`src/rtl/bcd_disp_pkg.sv`:
```
// bcd_disp_pkg: shared digit count, BCD digit type and display helpers for the BCD scan counter.
package bcd_disp_pkg;
  localparam int NUM_DIGITS = 4;
  typedef logic [3:0] bcd_t;
  function automatic logic [1:0] msd_idx(input logic [15:0] c);
    return (c[15:12] != 4'd0) ? 2'd3 : (c[11:8] != 4'd0) ? 2'd2 : (c[7:4] != 4'd0) ? 2'd1 : 2'd0;
  endfunction
endpackage

```
`src/rtl/bcd_digit_step.sv`:
```
// bcd_digit_step: one BCD digit increment/decrement with carry/borrow in and out.
module bcd_digit_step
  import bcd_disp_pkg::*;
(
  input  bcd_t i_d,
  input  logic i_up,
  input  logic i_cin,
  output bcd_t o_q,
  output logic o_cout
);
  always_comb begin
    o_cout = i_cin & (i_up ? (i_d == 4'd9) : (i_d == 4'd0));
    o_q    = !i_cin ? i_d : o_cout ? (i_up ? 4'd0 : 4'd9) : i_up ? i_d + 4'd1 : i_d - 4'd1;
  end
endmodule

```
`src/rtl/bcd_scan_counter.sv`:
```
// bcd_scan_counter: prescaled 4-digit BCD up/down counter with multiplexed, leading-zero-blanked digit scan.
module bcd_scan_counter
  import bcd_disp_pkg::*;
#(
  parameter int TICK_DIV = 50000000,
  parameter int SCAN_DIV = 50000,
  parameter int BLANK    = 1
) (
  input  logic        clk,
  input  logic        rst,
  input  logic        en,
  input  logic        up,
  input  logic        clr,
  output logic [15:0] count,
  output logic [3:0]  bcd,
  output logic [3:0]  digit_sel,
  output logic        wrap
);
  localparam int PW = $clog2(TICK_DIV);
  localparam int SW = $clog2(SCAN_DIV);
  localparam logic [PW-1:0] P_TERM = PW'(TICK_DIV - 1);
  localparam logic [SW-1:0] S_TERM = SW'(SCAN_DIV - 1);
  logic [PW-1:0]         r_pre;
  logic [SW-1:0]         r_scan;
  logic [1:0]            r_idx;
  logic [15:0]           r_count;
  logic [3:0]            r_bcd;
  logic [3:0]            r_sel;
  logic                  r_wrap;
  logic [15:0]           w_next;
  logic [NUM_DIGITS:0]   w_c;
  logic                  w_tick;
  logic                  w_blank;
  assign w_c[0] = 1'b1;
  genvar g;
  generate
    for (g = 0; g < NUM_DIGITS; g++) begin : g_dig
      bcd_digit_step u_step (
        .i_d   (r_count[4*g +: 4]),
        .i_up  (up),
        .i_cin (w_c[g]),
        .o_q   (w_next[4*g +: 4]),
        .o_cout(w_c[g+1])
      );
    end
  endgenerate
  assign w_tick  = en && (r_pre == P_TERM);
  assign w_blank = (BLANK != 0) && (r_idx > msd_idx(r_count));
  always_ff @(posedge clk) begin
    if (rst || clr) begin
      r_pre   <= '0;
      r_count <= 16'h0000;
      r_wrap  <= 1'b0;
    end else begin
      if (en) r_pre <= w_tick ? '0 : r_pre + PW'(1);
      if (w_tick) r_count <= w_next;
      r_wrap <= w_tick & w_c[NUM_DIGITS];
    end
  end
  // Outputs are registered from the current slot so bcd and digit_sel switch together.
  always_ff @(posedge clk) begin
    if (rst) begin
      r_scan <= '0;
      r_idx  <= 2'd0;
      r_bcd  <= 4'h0;
      r_sel  <= 4'b1110;
    end else begin
      r_scan <= (r_scan == S_TERM) ? '0 : r_scan + SW'(1);
      if (r_scan == S_TERM) r_idx <= r_idx + 2'd1;
      r_bcd  <= r_count[{r_idx, 2'b00} +: 4];
      r_sel  <= w_blank ? 4'b1111 : ~(4'b0001 << r_idx);
    end
  end
  assign count     = r_count;
  assign bcd       = r_bcd;
  assign digit_sel = r_sel;
  assign wrap      = r_wrap;
endmodule

```
`config.mk`:
```
export PLATFORM = sky130hd
export DESIGN_NAME = bcd_scan_counter
export DESIGN_NICKNAME = d
export VERILOG_FILES = /design/src/rtl/bcd_disp_pkg.sv /design/src/rtl/bcd_digit_step.sv /design/src/rtl/bcd_scan_counter.sv
export SDC_FILE = /design/constraint.sdc
export NUM_CORES = 1
export LEC_CHECK = 0
export CAP_MARGIN = 20
export CORE_UTILIZATION = 40
export CTS_CLUSTER_SIZE = 16
export DETAILED_ROUTE_END_ITERATION = 10
export PLACE_DENSITY = 0.68
export SYNTH_ARGS = -nofsm -noshare
export SYNTH_HDL_FRONTEND = slang
export SYNTH_SLANG_ARGS = --single-unit
```
`constraint.sdc`:
```
create_clock -name clk -period 5.3 [get_ports clk]
set_input_delay 1.325 -clock clk [delete_from_list [all_inputs] [get_ports clk]]
set_output_delay 1.325 -clock clk [all_outputs]
set_load 0.005 [all_outputs]
```
* After elaboration in Yosys (flattened, before gate mapping)
Index checks and enable logic that the tools add are counted.
Storage, ports and cells: bits of input ports 5, output and inout port bits 25, bits in registers 69, word-level logic and storage cells 68
Operators by class: magnitude comparators 1, reductions and logical operators 14, shifts and indexed selects 2, $add $sub $neg 11, mux-type cells 18, equal/unequal tests 6, bitwise operators 5
Operator list (number):
- $mux 4 | 9
- $add 26x1->26 const B | 1
- $eq 26x26->1 const B | 1
- $mux 26 | 1
- $add 16x1->16 const B | 1
- $add 4x1->4 const B | 4
- $eq 16x16->1 const B | 1
- $eq 4x4->1 const B | 4
- $logic_not 4->1 | 4
- $shiftx 16x5->4 | 1
- $sub 4x1->4 const B | 4
- $reduce_bool 4->1 | 3
- $mux 1 | 6
- $reduce_and 2->1 | 3
- $and 1x1->1 | 4
- $mux 2 | 2
- $not 4->4 | 1
- $reduce_or 2->1 | 2
- $shl 1x2->4 const A | 1
- $add 2x1->2 const B | 1
- $gt 2x2->1 | 1
- $logic_and 1x1->1 | 1
- $logic_or 1x1->1 | 1

* Longest topological paths before layout
Gate-level depths: netlist of run 1.
depth in word-level cells 6, gate-level depth with buffers 9, mapped depth without buffers 8

* Cells and area by module
A second synthesis of run 1 with hierarchy kept.
Unflattened totals: cells, all modules 477, area total of the unflattened synthesis 4093.9 µm²
Modules (own cells, without submodules):
- bcd_scan_counter | seq. area each 1381.3 µm², times used 1, cells an instance 357, area each 3198.1 µm²
- bcd_digit_step | seq. area each 0.0 µm², times used 4, cells an instance 30, area each 224.0 µm²

* Worst setup path after synthesis of run 1
No wires, ideal clock.
path kind input-to-reg, start input up, end register r_count[15] (netlist: count[15]), stages on the path 8, slack 2363 ps, data required time 5169 ps, buffers on the path 1, setup time 131 ps, arrival time 2805 ps, cell sequence buf_2 > inv_1 > ha_1 > a21o_1 > a21oi_1 > xnor2_1 > a2111oi_0 > nor3_1
Between the ends: longest elaborated chain between the ends 5, elaborated cells between the ends (all ways) 11, classes of those cells mux: 7; bitwise: 3; reduce/logical: 1
RTL lines:
- start, declared | RTL line bcd_scan_counter.sv:12 | input logic up,
- $mux 1 | RTL line bcd_digit_step.sv:12 | o_cout = i_cin & (i_up ? (i_d == 4'd9) : (i_d == 4'd0));
- $and 1x1->1 (3 in a row) | RTL line bcd_digit_step.sv:12
- $mux 4 | RTL line bcd_digit_step.sv:13 | o_q = !i_cin ? i_d : o_cout ? (i_up ? 4'd0 : 4'd9) : i_up ? i_d + 4'd1 : i_d - 4'd1;
- end signal, assigned | RTL line bcd_scan_counter.sv:56 | if (w_tick) r_count <= w_next;
- end, declared | RTL line bcd_scan_counter.sv:26 | logic [15:0] r_count;
Parallel ways exist; a longest one is shown, timed or not. A chain may end at the register's enable or synchronous reset.

* Worst setup path after layout of run 1
start input up, end register r_count[7] (netlist: count[7])
Between the ends: longest elaborated chain between the ends 3, elaborated cells between the ends (all ways) 7, classes of those cells mux: 5; bitwise: 1; reduce/logical: 1
RTL lines (RTL line):
- $mux 1 | bcd_digit_step.sv:12
- $and 1x1->1 | bcd_digit_step.sv:12
- $mux 4 | bcd_digit_step.sv:13
Parallel ways exist; a longest one is shown, timed or not.

==> impl_metrics.py, run 1 <==
metrics = {
    "timing": {
        "finalMaxSlewViolations": 0,
        "setup_viol": 0,
        "setup-tns-final_ns": 0,
        "min_period_ns": 3.79,
        "post-route-period-util_pct": 71.5,
        "rsz0062_at_grt": "no",
        "worstMarginPinSlew_ns": 0.864,
        "max-slew-margin-rel_pct": 41.8,
        "hold_viol": 0,
        "worst_slack_ns": 1.51,
        "fin_skew_ns": 0.00667,
        "whs_ns": 0.475,
        "fmax_ghz": 0.264,
    },
    "cts": {
        "ctsHoldBuffers": 0,
        "clkTransAtPathRegs_ns": 0.08,
        "h-tree-depth": 3,
        "cts_resized": 0,
        "cts_tree": "yes",
        "cts_buffers": 9,
        "cts_buffer_depth": 2,
        "cts_root_buf": "clkbuf_8",
        "clock_latency_ns": 0.35,
        "post_cts_buffers": 0,
        "clock-sinks": 69,
    },
    "synth": {
        "synth-async-reset-ratio_pct": 0,
        "yosys.area.top_type_share_pct": 38.5,
        "synth-edff-count": 0,
        "synth.avg_cell_area_um2": 8.75,
        "synth_common_cells": "71 x nor2_1, 69 x dfxtp_1, 37 x xnor2_1, 25 x nand2_1, 21 x inv_1",
        "syn-num-nets": 435,
        "yosysMostFrequentCell": "nor2_1",
        "ys_warn_count": 0,
        "ys_seq_area_share_pct": 38.5,
        "netlist_instances": 410,
        "synth_area_um2": 3590,
        "synthTopCellsByArea": "dfxtp_1 39%, xnor2_1 9.0%, nor2_1 7.4%",
        "synth-main-ff-cell": "dfxtp_1",
        "synth_top_area_cell": "dfxtp_1",
        "synth_cell_types": 53,
        "synth.ff_latch_count": 69,
    },
    "power": {
        "p_per_area_nw_per_um2": 249,
        "power.total_mw": 1.04,
        "switching_share_pct": 22.7,
        "switchingPower_uw": 235,
        "seqPwrFrac_pct": 50.4,
        "pwr-share-comb_pct": 3.7,
        "power_frac_clock_pct": 45.9,
        "internal-power_uw": 801,
        "irDropWorstVdd_v": 0.000127,
        "p_leak_nw": 1.41,
    },
    "cells_and_area": {
        "syn_to_final_growth_pct": 15.9,
        "fillCellCount": 848,
        "final_util_pct": 47.7,
        "stdcell_area_um2": 4160,
        "drive_gt1_share_pct": 6.58,
        "nNetsFinal": 461,
        "final_cells": 549,
        "antenna_cells": 0,
    },
    "global_routing": {
        "grt_use_total_pct": 16.7,
        "grt_pass1_vias": 2721,
        "antenna_found_initial": 0,
        "grt_pass1_wl_um": 12700,
        "grt_max_degree": 23,
        "grt_overflow_total": 0,
    },
    "drt": {
        "drt-total-wl_um": 7480,
        "antenna_left": 0,
        "drt_iter0_drc": 160,
        "dr_total_vias": 2858,
        "drc": 0,
        "routed_via_density": 5.21,
        "dr.pass1.iters": 4,
        "wire_per_inst_um": 13.6,
    },
    "setup_path": {
        "cp_max_fo": 13,
        "critPathLaunchType": "primary input",
        "critPathCaptureType": "register",
        "worstSetupPathType": "primary input to register",
        "crit_required_ns": 5.55,
        "critPathArrivalTime_ns": 4.04,
    },
    "placement": {
        "portBuffers": 29,
        "place_hpwl_um": 5290,
        "gp_congestion": 0.827,
        "post-place-ws_ns": 1.21,
        "dp_cells": 533,
        "placed_cell_area_um2": 3940,
    },
    "floorplan": {
        "ios": 30,
        "initial_core_util_pct": 41.1,
        "rows": 34,
        "dieArea_um2": 9350,
        "die_h_um": 96.7,
        "core-area_um2": 8720,
        "die_x_um": 96.7,
    },
    "status": {
        "outcome": "finished, final reports clean",
    },
    "min_path": {
        "hold_path.class": "register to register",
    },
    "flow_run": {
        "cap_violations": 0,
    },
}
[flip-flops by register name, indices dropped and copies added (netlist names)]
signal and count:
r_idx 2, digit_sel 4, count 16, r_pre 26, r_scan 16, wrap 1
bcd 4
[cell usage in the layout, fill, tap and decap left out, types with 5 or more instances in the layout]
| cell | instances |
|---|---|
| and3_1 | 5 |
| nand2_1 | 25 |
| a21oi_1 | 16 |
| xnor2_1 | 37 |
| nor2_1 | 71 |
| ha_1 | 16 |
| clkdlybuf4s50_1 | 29 |
| dfxtp_1 | 69 |
| nand3_1 | 17 |
| clkbuf_8 | 9 |
| inv_1 | 21 |
| xor2_1 | 13 |
| nor2b_1 | 7 |
| nor3_1 | 13 |
| or3_1 | 6 |
| or4_1 | 5 |
| nor4_1 | 10 |
| nand4_1 | 9 |
[critical path, stage by stage]
cell	delay, ns
clkdlybuf4s50_1	0.81
buf_4	0.31
and3_1	0.20
o21ai_1	0.18
nor4_1	0.70
o211ai_1	0.19
a32o_1	0.31
[cell type report]
type / count / area, um2 / area share (%)
clock buffer: 11 / 131 / 3.16
tap: 108 / 135 / 3.25
clock inverter: 5 / 85.1 / 2.05
timing repair buffer: 30 / 298 / 7.16
multi-input combinational: 305 / 2050 / 49.3
sequential: 69 / 1380 / 33.2
inverter: 21 / 78.8 / 1.90
[per-layer routing]
metal / vias to the layer above / GRT usage (%) / share of wire, %
li1: 1457 / - / -
met1: 1355 / 21.5 / 48
met2: 38 / 27.2 / 48
met3: 8 / 4.34 / 2.3
met4: 0 / 5.86 / 1.5
met5: - / 0 / 0
[cell families after synthesis]
| logic type | after synthesis | synth area share [%] |
|---|---|---|
| compound gates | 41 | 7.33 |
| xor+xnor | 50 | 12.2 |
| buf+inv | 36 | 4.36 |
| mux | 7 | 3.35 |
| simple gates | 187 | 26.4 |
| flops | 69 | 38.5 |
| fa+ha+maj | 20 | 7.82 |
[power groups by stage]
stage          clock [mW]  sequential, mW  combinational, mW
2_1_floorplan           0           0.534             0.0273
3_3_place_gp            0           0.534             0.0373
3_5_place_dp            0           0.535             0.0382
4_1_cts             0.485           0.522             0.0385
5_1_grt             0.508           0.523             0.0433
6_report            0.475           0.523             0.0385
[worst paths after layout]
kind	slack (ns)	to	depth (start not counted)	start
setup reg to reg	2.94	count[7]$_SDFFE_PP0P_	6	r_pre[0]$_SDFFE_PP0P_
hold / removal	0.48	r_scan[0]$_SDFF_PP0_	1	r_scan[0]$_SDFF_PP0_
hold reg to reg	0.48	r_scan[0]$_SDFF_PP0_	1	r_scan[0]$_SDFF_PP0_
setup / recovery	1.51	count[7]$_SDFFE_PP0P_	7	up
Power figures use the tool's default switching activity.
==> inputs of run 2 (changes only) <==
--- a/config.mk
+++ b/config.mk
@@ -9,7 +9,7 @@
 export CORE_UTILIZATION = 40
 export CTS_CLUSTER_SIZE = 16
 export DETAILED_ROUTE_END_ITERATION = 10
-export PLACE_DENSITY = 0.68
+export PLACE_DENSITY = 0.7
 export SYNTH_ARGS = -nofsm -noshare
 export SYNTH_HDL_FRONTEND = slang
 export SYNTH_SLANG_ARGS = --single-unit
==> constraint.sdc (replaced) <==
create_clock -name clk -period 3.1 [get_ports clk]
set_input_delay 0.775 -clock clk [delete_from_list [all_inputs] [get_ports clk]]
set_output_delay 0.775 -clock clk [all_outputs]
set_load 0.005 [all_outputs]
==> run 2 against run 1 <==
  * Sequential power is 71% higher
  * Die area stayed put
  * Global-route usage is 0.75 points higher
  * Register-to-register slack worse by 2.1 ns
  * Critical path depth is 1 higher
  * Critical path type unchanged
  * Critical endpoint is now count[15]$_SDFFE_PP0P_
  * Clock power is 39% higher
  * Total power is 57% higher
  * Clock skew is 0.011 ns higher
  * Sequential cell count stayed put
  * Cell count is 1.8% higher
  * Sequential share of layout area is 0.27 points lower
==> impl_metrics.py, run 2 (same netlist as run 1, synthesis figures left out) <==
metrics = {
    "status": {
        "outcome": "finished, final reports clean",
    },
    "power": {
        "p_per_area_nw_per_um2": 389,
        "irDropWorstVdd_v": 0.000251,
        "p_leak_nw": 1.43,
        "switchingPower_uw": 415,
        "seqPwrFrac_pct": 54.8,
        "switching_share_pct": 25.5,
        "internal-power_mw": 1.21,
        "power_frac_clock_pct": 40.6,
        "pwr-share-comb_pct": 4.6,
    },
    "drt": {
        "dr_total_vias": 2957,
        "antenna_left": 0,
        "drt_iter0_drc": 115,
        "drt-total-wl_um": 7820,
        "drc": 0,
        "dr.pass1.iters": 4,
        "wire_per_inst_um": 14.0,
        "routed_via_density": 5.29,
    },
    "timing": {
        "fin_skew_ns": 0.0175,
        "fmax_ghz": 0.384,
        "finalMaxSlewViolations": 0,
        "worst_slack_ns": 0.498,
        "hold_viol": 0,
        "setup_viol": 0,
        "min_period_ns": 2.60,
        "worstMarginPinSlew_ns": 0.564,
        "rsz0062_at_grt": "no",
        "setup-tns-final_ns": 0,
        "post-route-period-util_pct": 83.9,
        "max-slew-margin-rel_pct": 62.4,
    },
    "floorplan": {
        "initial_core_util_pct": 41.1,
        "core-area_um2": 8720,
        "ios": 30,
        "rows": 34,
        "dieArea_um2": 9350,
        "die_h_um": 96.7,
        "die_x_um": 96.7,
    },
    "cts": {
        "h-tree-depth": 3,
        "post_cts_buffers": 0,
        "clock_latency_ns": 0.35,
        "clkTransAtPathRegs_ns": 0.08,
        "ctsHoldBuffers": 0,
        "clock-sinks": 69,
        "cts_tree": "yes",
        "cts_buffers": 9,
        "cts_buffer_depth": 2,
        "cts_resized": 0,
        "cts_root_buf": "clkbuf_8",
    },
    "placement": {
        "post-place-ws_ns": 0.173,
        "portBuffers": 29,
        "place_hpwl_um": 5590,
        "gp_congestion": 0.859,
    },
    "cells_and_area": {
        "regMostFlops": "r_pre",
        "layout_common_cells": "71 x nor2_1, 69 x dfxtp_1, 37 x xnor2_1",
        "fillCellCount": 828,
        "syn_to_final_growth_pct": 16.9,
        "drive_gt1_share_pct": 8.87,
        "antenna_cells": 0,
        "layout_commonest_cell": "nor2_1",
        "nNetsFinal": 471,
        "largest_reg_flops": 26,
    },
    "setup_path": {
        "worst_r2r_startpoint": "r_pre[3]$_SDFFE_PP0P_",
        "worstSetupEndpoint": "count[15]$_SDFFE_PP0P_",
        "cp_max_fo": 11,
        "worstSetupPathType": "primary input to register",
        "crit_start": "up",
        "critPathCaptureType": "register",
        "crit_required_ns": 3.31,
        "rrSetupSlack_ns": 0.87,
        "worstReg2RegEnd": "count[10]$_SDFFE_PP0P_",
        "critPathArrivalTime_ns": 2.81,
        "r2r_cells": 5,
        "critPathLaunchType": "primary input",
    },
    "flow_run": {
        "cap_violations": 0,
    },
    "global_routing": {
        "grt_max_degree": 23,
        "grt_overflow_total": 0,
        "grt_use_met2_pct": 28.0,
        "grt_pass1_vias": 2854,
        "globalRouteMet3Util_pct": 3.61,
        "busiest_layer": "met2",
        "gr-usage-met1_pct": 23.3,
        "grt_use_total_pct": 17.5,
        "antenna_found_initial": 0,
        "grt_pass1_wl_um": 13400,
    },
    "min_path": {
        "hp-start": "r_scan[0]$_SDFF_PP0_",
        "hold_path.class": "register to register",
    },
}
## run 2: changes by cell type in the layout (fill, tap and decap cells not counted), sizes merged
cell,previous run,this run
clkinvlp,1,4
clkinv,2,0
inv,21,23
bufinv,2,0
clkbuf,11,10
buf,1,11
## run 2: metal layers
layer	share of wire [%]	vias up
met5	0	-
met4	0.95	0
met3	3.5	6
met2	48	48
met1	48	1425
li1	-	1478
## run 2: critical path, cell delays in order
cell	delay, ns
clkdlybuf4s50_1	0.44
inv_1	0.34
ha_1	0.31
a21o_1	0.18
a21oi_1	0.17
xnor2_1	0.09
a2111oi_0	0.44
nor3_1	0.08
## run 2: how the worst min path moves through the flow
| stage | cells after the start | end | slack [ns] |
|---|---|---|---|
| 2_1_floorplan | 1 | r_scan[0]$_SDFF_PP0_ | 0.43 |
| 3_3_place_gp | 1 | r_scan[0]$_SDFF_PP0_ | 0.44 |
| 3_5_place_dp | 1 | r_scan[0]$_SDFF_PP0_ | 0.46 |
| 4_1_cts | 1 | r_scan[0]$_SDFF_PP0_ | 0.48 |
| 5_1_grt | 1 | r_scan[0]$_SDFF_PP0_ | 0.51 |
| 6_report | 1 | r_scan[0]$_SDFF_PP0_ | 0.48 |
## run 2: through the flow
| stage | std cells | total power, mW | hold slack [ns] | area, um2 | utilization (%) |
|---|---|---|---|---|---|
| 3_3_place_gp | 543 | 0.986 | 0.444 | 4020 | 46.1 |
| 5_1_grt | 559 | 1.70 | 0.513 | 4190 | 48.1 |
| 2_1_floorplan | 410 | 0.960 | 0.430 | 3590 | - |
| 3_5_place_dp | 543 | 0.989 | 0.464 | 4020 | 46.1 |
| 6_report | 559 | 1.63 | 0.479 | 4190 | 48.1 |
| 4_1_cts | 559 | 1.65 | 0.482 | 4190 | 48.1 |
## run 2: power by group through the flow
stage	Combinational (mW)	Sequential, mW	Clock [mW]
floorplan	0.0466	0.913	0
global placement	0.0720	0.914	0
detailed placement	0.0748	0.914	0
CTS	0.0752	0.893	0.681
global route	0.0832	0.894	0.722
finish	0.0750	0.893	0.661
## run 2: cell type report
class	instances	area (um2)	share of cell area, %
multi-input cells	305	2050	48.9
flip-flops and latches	69	1380	33.0
repair buffers	40	373	8.90
clock buffers	10	128	3.04
well taps	108	135	3.22
inverters	21	78.8	1.88
clock inverters	6	47.5	1.13
==> inputs of run 3 (changes only) <==
--- a/config.mk
+++ b/config.mk
@@ -9,7 +9,7 @@
 export CORE_UTILIZATION = 40
 export CTS_CLUSTER_SIZE = 16
 export DETAILED_ROUTE_END_ITERATION = 10
-export PLACE_DENSITY = 0.7
+export PLACE_DENSITY = 0.68
 export SYNTH_ARGS = -nofsm -noshare
 export SYNTH_HDL_FRONTEND = slang
 export SYNTH_SLANG_ARGS = --single-unit
==> constraint.sdc (replaced) <==
create_clock -name clk -period 2.5 [get_ports clk]
set_input_delay 0.625 -clock clk [delete_from_list [all_inputs] [get_ports clk]]
set_output_delay 0.625 -clock clk [all_outputs]
set_load 0.005 [all_outputs]
==> run 3 against run 2 <==
  * Non-clock buffer count increased by 21
  * Via count grew 2.3%
  * Register-to-register slack worse by 0.56 ns
  * Global-route usage about the same
  * Wire length increased by 0.54%
  * Clock skew is 0.0044 ns lower
  * Combinational power is 52% higher
  * Cell count increased by 3.8%
  * Clock power rose by 57%
  * Worst setup slack worse by 0.41 ns
  * Sequential share of layout area fell by 1.8 points
  * Critical endpoint is now count[9]$_SDFFE_PP0P_
  * Highest routed layer unchanged
==> impl_metrics.py, run 3 (same netlist as run 1, synthesis figures left out) <==
metrics = {
    "status": {
        "outcome": "finished, final reports clean",
    },
    "floorplan": {
        "die_x_um": 96.7,
        "rows": 34,
        "die_h_um": 96.7,
        "dieArea_um2": 9350,
        "initial_core_util_pct": 41.1,
        "ios": 30,
        "core-area_um2": 8720,
    },
    "power": {
        "switching_share_pct": 22.5,
        "p_per_area_nw_per_um2": 510,
        "power.total_mw": 2.26,
        "seqPwrFrac_pct": 49.0,
        "p_leak_nw": 1.58,
        "pwr-share-comb_pct": 5.0,
        "internal-power_mw": 1.75,
        "power_frac_clock_pct": 46.0,
        "irDropWorstVdd_v": 0.000335,
        "switchingPower_uw": 508,
    },
    "placement": {
        "gp_congestion": 0.885,
        "placed_cell_area_um2": 4190,
        "place_hpwl_um": 5810,
        "dp_cells": 564,
        "portBuffers": 29,
        "post-place-ws_ns": -0.295,
    },
    "drt": {
        "antenna_left": 0,
        "drt-total-wl_um": 7860,
        "wire_per_inst_um": 13.6,
        "drt_iter0_drc": 137,
        "dr.pass1.iters": 4,
        "routed_via_density": 5.22,
        "drc": 0,
        "dr_total_vias": 3026,
    },
    "flow_run": {
        "cap_violations": 0,
    },
    "global_routing": {
        "grt_use_total_pct": 17.5,
        "grt_pass1_wl_um": 13200,
        "grt_overflow_total": 0,
        "antenna_found_initial": 0,
        "grt_pass1_vias": 2844,
        "grt_max_degree": 23,
    },
    "min_path": {
        "hp-start": "r_scan[0]$_SDFF_PP0_",
        "hold_path.class": "register to register",
        "hold_end": "r_scan[0]$_SDFF_PP0_",
        "hold_path_depth": 1,
    },
    "timing": {
        "worst_slack_ns": 0.0880,
        "finalMaxSlewViolations": 0,
        "hold_viol": 0,
        "rsz0062_at_grt": "no",
        "fmax_ghz": 0.415,
        "setup_viol": 0,
        "setup-tns-final_ns": 0,
        "whs_ns": 0.480,
        "min_period_ns": 2.41,
        "worstMarginPinSlew_ns": 0.550,
        "fin_skew_ns": 0.0131,
        "max-slew-margin-rel_pct": 63.3,
        "post-route-period-util_pct": 96.5,
    },
    "cts": {
        "h-tree-depth": 3,
        "cts_buffer_depth": 2,
        "clock_latency_ns": 0.34,
        "cts_tree": "yes",
        "cts_buffers": 9,
        "clkTransAtPathRegs_ns": 0.08,
        "clock-sinks": 69,
        "cts_root_buf": "clkbuf_8",
    },
    "cells_and_area": {
        "largest_reg_flops": 26,
        "fillCellCount": 796,
        "antenna_cells": 0,
        "nNetsFinal": 492,
        "drive_gt1_share_pct": 13.8,
        "regMostFlops": "r_pre",
        "syn_to_final_growth_pct": 23.6,
        "final_cells": 580,
        "layout_commonest_cell": "nor2_1",
        "stdcell_area_um2": 4430,
        "final_util_pct": 50.8,
        "layout_common_cells": "71 x nor2_1, 69 x dfxtp_1, 37 x xnor2_1",
    },
    "setup_path": {
        "cp_slowest_cell": "or4_1",
        "critPathLaunchType": "primary input",
        "critPathCaptureType": "register",
        "cp_max_fo": 6,
        "path_buf_inv": 2,
        "critPathArrivalTime_ns": 2.69,
        "worst_r2r_startpoint": "r_pre[3]$_SDFFE_PP0P_",
        "cp_slowest_stage_delay_ns": 0.56,
        "worstSetupPathType": "primary input to register",
        "crit_required_ns": 2.77,
        "r2r_cells": 5,
        "cp_cell_sequence": "clkdlybuf4s50_1, buf_4, and3_1, o21ai_1, or4_1, or3_1, a21oi_1",
        "cpLargestDelayFamily": "simple AND/OR/NAND/NOR gates",
        "rrSetupSlack_ns": 0.31,
        "worstReg2RegEnd": "count[10]$_SDFFE_PP0P_",
    },
}
run 3: cell types whose count changed in the layout (fill, tap and decap cells not counted), sizes merged:
cell and delta:
buf +21, clkinv +1, bufinv +2, clkinvlp -3
run 3: final cells by class:
class,count,area [um2],share of cell area (%)
Clock buffer,10,138,3.10
Tap cell,108,135,3.05
Multi-Input combinational cell,305,2060,46.5
Inverter,21,78.8,1.78
Timing Repair Buffer,61,543,12.2
Sequential cell,69,1380,31.2
Clock inverter,6,93.8,2.12
run 3: repair_timing:
item	in CTS	in global routing
resized for setup	0	4
hold buffers	0	0
endpoints found under the hold margin	0	0
endpoints found under the setup margin	0	4
buffers inserted	0	0
run 3: per-layer routing:
metal | routed length, um | share of wire, % | GRT usage, %
met1 | 3760 | 48 | 21.6
met2 | 3710 | 47 | 29.1
met3 | 214 | 2.7 | 4.41
met4 | 180 | 2.3 | 7.12
met5 | 0 | 0 | 0
run 3: worst max-delay path by stage:
stage | endpoint | depth (start not counted) | slack [ns] | startpoint
6_report | count[9]$_SDFFE_PP0P_ | 7 | 0.09 | up
5_1_grt | count[15]$_SDFFE_PP0P_ | 8 | 0.002 | up
4_1_cts | count[3]$_SDFFE_PP0P_ | 8 | 0.06 | up
3_5_place_dp | count[3]$_SDFFE_PP0P_ | 8 | -0.30 | up
3_3_place_gp | count[13]$_SDFFE_PP0P_ | 6 | -0.26 | up
2_1_floorplan | count[15]$_SDFFE_PP0P_ | 8 | 0.26 | up
run 3: power by group through the flow:
| stage | logic [mW] | clock network (mW) | registers (mW) |
|---|---|---|---|
| after global routing | 0.125 | 1.12 | 1.11 |
| after floorplan | 0.0578 | 0 | 1.13 |
| after CTS | 0.112 | 1.07 | 1.11 |
| final | 0.114 | 1.04 | 1.11 |
| after global placement | 0.109 | 0 | 1.13 |
| after detailed placement | 0.111 | 0 | 1.13 |
